**src/rtl/instr_sequencer.sv**
```systemverilog
// instr_sequencer: multicycle control FSM for the 9-bit miniMips core.
// Fetches from the instruction ROM and holds the word for the decoder.
// Sequences FETCH -> DECODE -> EXEC -> (MEM) -> WB and updates the PC.
// Drives the data-memory handshake and the register-file write strobe.
// Optional build macro SEQ_PERF_CNT_EN adds saturating cycle/instruction
// counters on the cycle_cnt / instr_cnt ports.
module instr_sequencer #(
    parameter int PC_W        = 10,
    parameter int START_ADDR  = 0,
    parameter int PROG_END    = 1023,
    parameter int MEM_TIMEOUT = 15
) (
    input  logic            clk,
    input  logic            reset,
    input  logic            start,
    input  logic [8:0]      instr_in,
    input  logic            dec_write_en,
    input  logic            dec_mem_read,
    input  logic            dec_mem_write,
    input  logic            branch_taken,
    input  logic [PC_W-1:0] branch_target,
    input  logic            mem_ready,
    output logic [PC_W-1:0] pc,
    output logic [8:0]      instr_q,
    output logic            reg_we,
    output logic            mem_req,
    output logic            mem_we,
    output logic            busy,
    output logic            done,
    output logic            mem_err
`ifdef SEQ_PERF_CNT_EN
    ,
    output logic [15:0]     cycle_cnt,
    output logic [15:0]     instr_cnt
`endif
);

    typedef enum logic [2:0] {
        S_IDLE,
        S_FETCH,
        S_DECODE,
        S_EXEC,
        S_MEM,
        S_WB,
        S_HALT
    } state_e;

    // The wait counter only ever reaches MEM_TIMEOUT-1.
    localparam int                CNT_W    = (MEM_TIMEOUT > 1) ? $clog2(MEM_TIMEOUT) : 1;
    localparam logic [CNT_W-1:0]  CNT_LAST = CNT_W'(MEM_TIMEOUT - 1);
    localparam logic [PC_W-1:0]   PC_START = PC_W'(START_ADDR);
    localparam logic [PC_W-1:0]   PC_LAST  = PC_W'(PROG_END);

    state_e            state_q, state_d;
    logic [PC_W-1:0]   pc_q, pc_d;
    logic [8:0]        instr_d;
    logic [CNT_W-1:0]  cnt_q, cnt_d;
    logic              br_q, br_d;
    logic [PC_W-1:0]   tgt_q, tgt_d;
    logic              done_q, done_d;
    logic              err_q, err_d;

    // State and datapath registers.
    // NOTE: sequential state uses non-blocking assignments only, so every
    // register samples the pre-edge value of every other register.
    always_ff @(posedge clk or posedge reset) begin
        if (reset) begin
            state_q <= S_IDLE;
            pc_q    <= PC_START;
            instr_q <= '0;
            cnt_q   <= '0;
            br_q    <= 1'b0;
            tgt_q   <= '0;
            done_q  <= 1'b0;
            err_q   <= 1'b0;
        end else begin
            state_q <= state_d;
            pc_q    <= pc_d;
            instr_q <= instr_d;
            cnt_q   <= cnt_d;
            br_q    <= br_d;
            tgt_q   <= tgt_d;
            done_q  <= done_d;
            err_q   <= err_d;
        end
    end

    // Next-state logic plus the Moore-style strobes decoded from the state.
    // NOTE: every signal written here gets a default first; a path that
    // leaves one unassigned would infer a latch.
    always_comb begin
        state_d = state_q;
        pc_d    = pc_q;
        instr_d = instr_q;
        cnt_d   = cnt_q;
        br_d    = br_q;
        tgt_d   = tgt_q;
        done_d  = done_q;
        err_d   = err_q;
        reg_we  = 1'b0;
        mem_req = 1'b0;
        mem_we  = 1'b0;
        busy    = 1'b1;

        case (state_q)
            S_IDLE: begin
                busy = 1'b0;
                if (start) begin
                    pc_d    = PC_START;
                    state_d = S_FETCH;
                end
            end
            S_FETCH: begin
                instr_d = instr_in;
                state_d = S_DECODE;
            end
            S_DECODE: begin
                state_d = S_EXEC;
            end
            S_EXEC: begin
                // Branch inputs are only trusted here; capture them for WB.
                br_d  = branch_taken;
                tgt_d = branch_target;
                if (dec_mem_read || dec_mem_write) begin
                    cnt_d   = '0;
                    state_d = S_MEM;
                end else begin
                    state_d = S_WB;
                end
            end
            S_MEM: begin
                mem_req = 1'b1;
                mem_we  = dec_mem_write;
                if (mem_ready) begin
                    state_d = S_WB;
                end else if (cnt_q == CNT_LAST) begin
                    // Abort without write-back; pc stays on the faulting op.
                    err_d   = 1'b1;
                    state_d = S_HALT;
                end else begin
                    cnt_d = cnt_q + 1'b1;
                end
            end
            S_WB: begin
                reg_we = dec_write_en;
                if (pc_q == PC_LAST) begin
                    done_d  = 1'b1;
                    state_d = S_HALT;
                end else begin
                    pc_d    = br_q ? tgt_q : pc_q + 1'b1;
                    state_d = S_FETCH;
                end
            end
            S_HALT: begin
                busy = 1'b0;
                if (start) begin
                    done_d  = 1'b0;
                    err_d   = 1'b0;
                    pc_d    = PC_START;
                    state_d = S_FETCH;
                end
            end
            default: begin
                busy    = 1'b0;
                state_d = S_IDLE;
            end
        endcase
    end

    assign pc      = pc_q;
    assign done    = done_q;
    assign mem_err = err_q;

`ifdef SEQ_PERF_CNT_EN
    logic        start_ok;
    logic        in_wb;
    logic [15:0] cyc_q, cyc_d;
    logic [15:0] ins_q, ins_d;

    assign start_ok = start && (state_q == S_IDLE || state_q == S_HALT);
    assign in_wb    = (state_q == S_WB);

    // Saturating counters; busy is low in HALT so they hold there.
    always_comb begin
        cyc_d = cyc_q;
        ins_d = ins_q;
        if (start_ok) begin
            cyc_d = '0;
            ins_d = '0;
        end else begin
            if (busy && cyc_q != 16'hFFFF) cyc_d = cyc_q + 1'b1;
            if (in_wb && ins_q != 16'hFFFF) ins_d = ins_q + 1'b1;
        end
    end

    // Counter registers.
    always_ff @(posedge clk or posedge reset) begin
        if (reset) begin
            cyc_q <= '0;
            ins_q <= '0;
        end else begin
            cyc_q <= cyc_d;
            ins_q <= ins_d;
        end
    end

    assign cycle_cnt = cyc_q;
    assign instr_cnt = ins_q;
`else
    // Counters not built: no extra ports or state.
`endif

endmodule

```
**config.mk**
```make
export PLATFORM = sky130hd
export DESIGN_NAME = instr_sequencer
export DESIGN_NICKNAME = d
export VERILOG_FILES = /design/src/rtl/instr_sequencer.sv
export SDC_FILE = /design/constraint.sdc
export NUM_CORES = 1
export LEC_CHECK = 0
export ABC_AREA = 1
export CORE_MARGIN = 5
export CORE_UTILIZATION = 35
export CTS_CLUSTER_SIZE = 20
export DETAILED_ROUTE_END_ITERATION = 6
export RECOVER_POWER = 50
export SLEW_MARGIN = 20
export SYNTH_ARGS = -nofsm -noshare
export SYNTH_HDL_FRONTEND = slang
export SYNTH_SLANG_ARGS = --single-unit
```
**constraint.sdc**
```tcl
create_clock -name clk -period 2.3 [get_ports clk]
set_clock_uncertainty 0.05 [all_clocks]
set_input_delay 0.345 -clock clk [delete_from_list [all_inputs] [get_ports clk]]
set_output_delay 0.345 -clock clk [all_outputs]
set_load 0.1 [all_outputs]
```
==> results.toml <==
[outcome]
status = "finished clean"

[sta]
rsz0062_at_grt = "false"
timing.slew.headroom_pct = 21.7
totalNegativeSetupSlack_ns = 0
setup_viol = 0
layout_min_cycle_time_ns = 1.94
layout_setup_ws_ns = 0.357
post-route-period-util_pct = 84.5
max_freq_mhz = 515
finalHoldViolations = 0
slew_violations = 0
worstMarginPinSlew_ns = 1.18

[clocking]
numCtsBuffers = 5
clk_path_buf_depth = 2
hold_buffers = 0
cts_setup_buffers = 0
clk_latency_ns = 0.28
htreeDepth = 2
cts_sinks = 39
clk_pin_slew_ns = 0.08
cts_tree = "done"
root_buffer = "clkbuf_8"
cts_resized = 0

[finish]
fin_cells = 385
design_area_um2 = 2730
finalNetCount = 339
diodes = 0
fill_cells = 600
area_growth_pct = 29.4
drive_gt1_share_pct = 17.4

[logic_synthesis]
synth-seq-cells = 39
syn_area_um2 = 2110
synth.avg_cell_area_um2 = 8.32
synthSimpleGateAreaFrac_pct = 28.9
synthAdderAreaFrac_pct = 1.78
synth_nets = 284
ys_types = 25
synth-xor-area-share_pct = 0.829
synthCells = 254
synth_area_leaders = "dfrtp_1, nand2_1, mux2_2"
synth_top_cell_area_share_pct = 46.2
synth_top_cell_by_area = "dfrtp_1"
synth_top_family_by_area = "simple AND/OR/NAND/NOR gates"
synth_warnings = 0
synth_mux_area_share_pct = 11.6
ys_seq_area_share_pct = 46.2
synth-compound-area-share_pct = 5.04

[route]
via_count = 1792
vias_per_cell = 4.65
ant_nets = 0
wl_per_cell_um = 12.3
drcViolationCount = 0
wl_mm = 4.75
dr.pass1.iters = 4
drt_iter0_markers = 64

[place]
hpwl_mm = 3.57
port_buffers = 51
gp_congestion = 0.860
placedInstanceArea_um2 = 2690
dp_cells = 377
pre_cts_ws_ns = 0.515

[grt]
grt_pass1_vias = 1796
track_usage_pct = 13.2
grt_overflow = 0
grt_start_max_net_pins = 40
antenna_found_initial = 0
grt_first_pass_wirelength_mm = 8.00

[worst_setup_path]
path_class = "reg2out"
crit_arrival_ns = 1.55
crit_fanout = 6
reg2reg_depth = 7
regToRegStartpoint = "state_q[0]"
end_kind = "output port"
r2r-end = "cnt_q[1]"
crit_required_ns = 1.90
crit_path_end = "mem_we"
r2r_slack_ns = 0.37
cp-start-kind = "flip-flop"
startpoint = "state_q[0]"

[die]
pin_count = 52
die_h_um = 87.7
rows = 28
fp.coreArea_um2 = 5890
initial_core_util_pct = 35.9
die_area_um2 = 7690
die_x_um = 87.7

[min_path]
min_from = "instr_q[5]"
whs_path_depth = 1
hold_class = "reg2reg"

[flow_run]
maxCapViolCount = 0
-- final cells by class --
type	count	area, um2	share of cell area, %
Tap cell	75	93.8	3.43
Timing Repair Buffer	52	462	16.9
Sequential cell	39	976	35.7
Multi-Input combinational cell	187	1010	37.0
Inverter	24	90.1	3.30
Clock buffer	8	100	3.66
-- state kept, by name, summed over array words and instances (netlist names) --
signal	flops
instr_q	9
done	1
mem_err	1
cnt_q	4
state_q	3
tgt_q	10
pc	10
br_q	1
-- cell usage in the layout (no fill, tap or decap) --
cell,n
o21ai_1,2
nor2_1,29
o21ai_2,1
nor2_4,2
mux2_2,11
nand4_1,2
nand2_2,4
xor2_1,2
clkbuf_2,1
buf_4,10
nand3b_1,2
ha_1,3
nand3_1,18
inv_1,22
a21oi_1,6
mux2_4,8
or2_2,1
clkbuf_1,12
o31ai_1,1
inv_2,2
nor2_2,3
o21ai_0,10
dfrtp_1,39
clkdlybuf4s50_1,25
clkbuf_8,7
dlygate4sd3_1,1
nand2_1,82
buf_12,4
-- worst min path at each step --
stage | to | slack [ns]
2_1_floorplan | tgt_q[2] | 0.43
3_3_place_gp | instr_q[4] | 0.44
3_5_place_dp | tgt_q[5] | 0.45
4_1_cts | instr_q[5] | 0.45
5_1_grt | tgt_q[0] | 0.48
6_report | instr_q[5] | 0.46
-- stage by stage --
stage	hold slack (ns)	util, %
6_report	0.459	46.4
5_1_grt	0.477	46.4
4_1_cts	0.446	47.3
3_5_place_dp	0.447	45.6
3_3_place_gp	0.440	45.6
2_1_floorplan	0.426	-
-- per-layer routing --
layer  wire (um)  vias to the layer above  GRT usage [%]
met3         283                        4           3.86
met4          78                        0           5.02
li1            -                      917              -
met1        2120                      834           16.4
met5           0                        -              0
met2        2260                       37           21.6
-- cell usage after synthesis (all sizes together) --
master  count
clkbuf      1
a21oi       6
mux2       19
inv        24
nand3b      2
o21ai      13
nand4       2
xor2        2
nand2      86
nand3      18
buf         3
or2         1
ha          3
dfrtp      39
nor2       34
o31ai       1
-- kinds of logic (layout without fill, tap and decap cells) --
kind of cell / Yosys count / after routing
mux: 19 / 19
flops: 39 / 39
compound gates: 20 / 20
xor+xnor: 2 / 2
buf+inv: 28 / 84
fa+ha+maj: 3 / 3
simple gates: 143 / 143
-- worst max-delay path, cell delays in order (launching register included) --
cell	delay, ns
dfrtp_1	0.47
nor2_1	0.25
nand2_1	0.18
nor2_2	0.17
buf_12	0.19
Power is not shown: default switching activity piles up to over one toggle a cycle in this logic, so the estimate is an artifact.
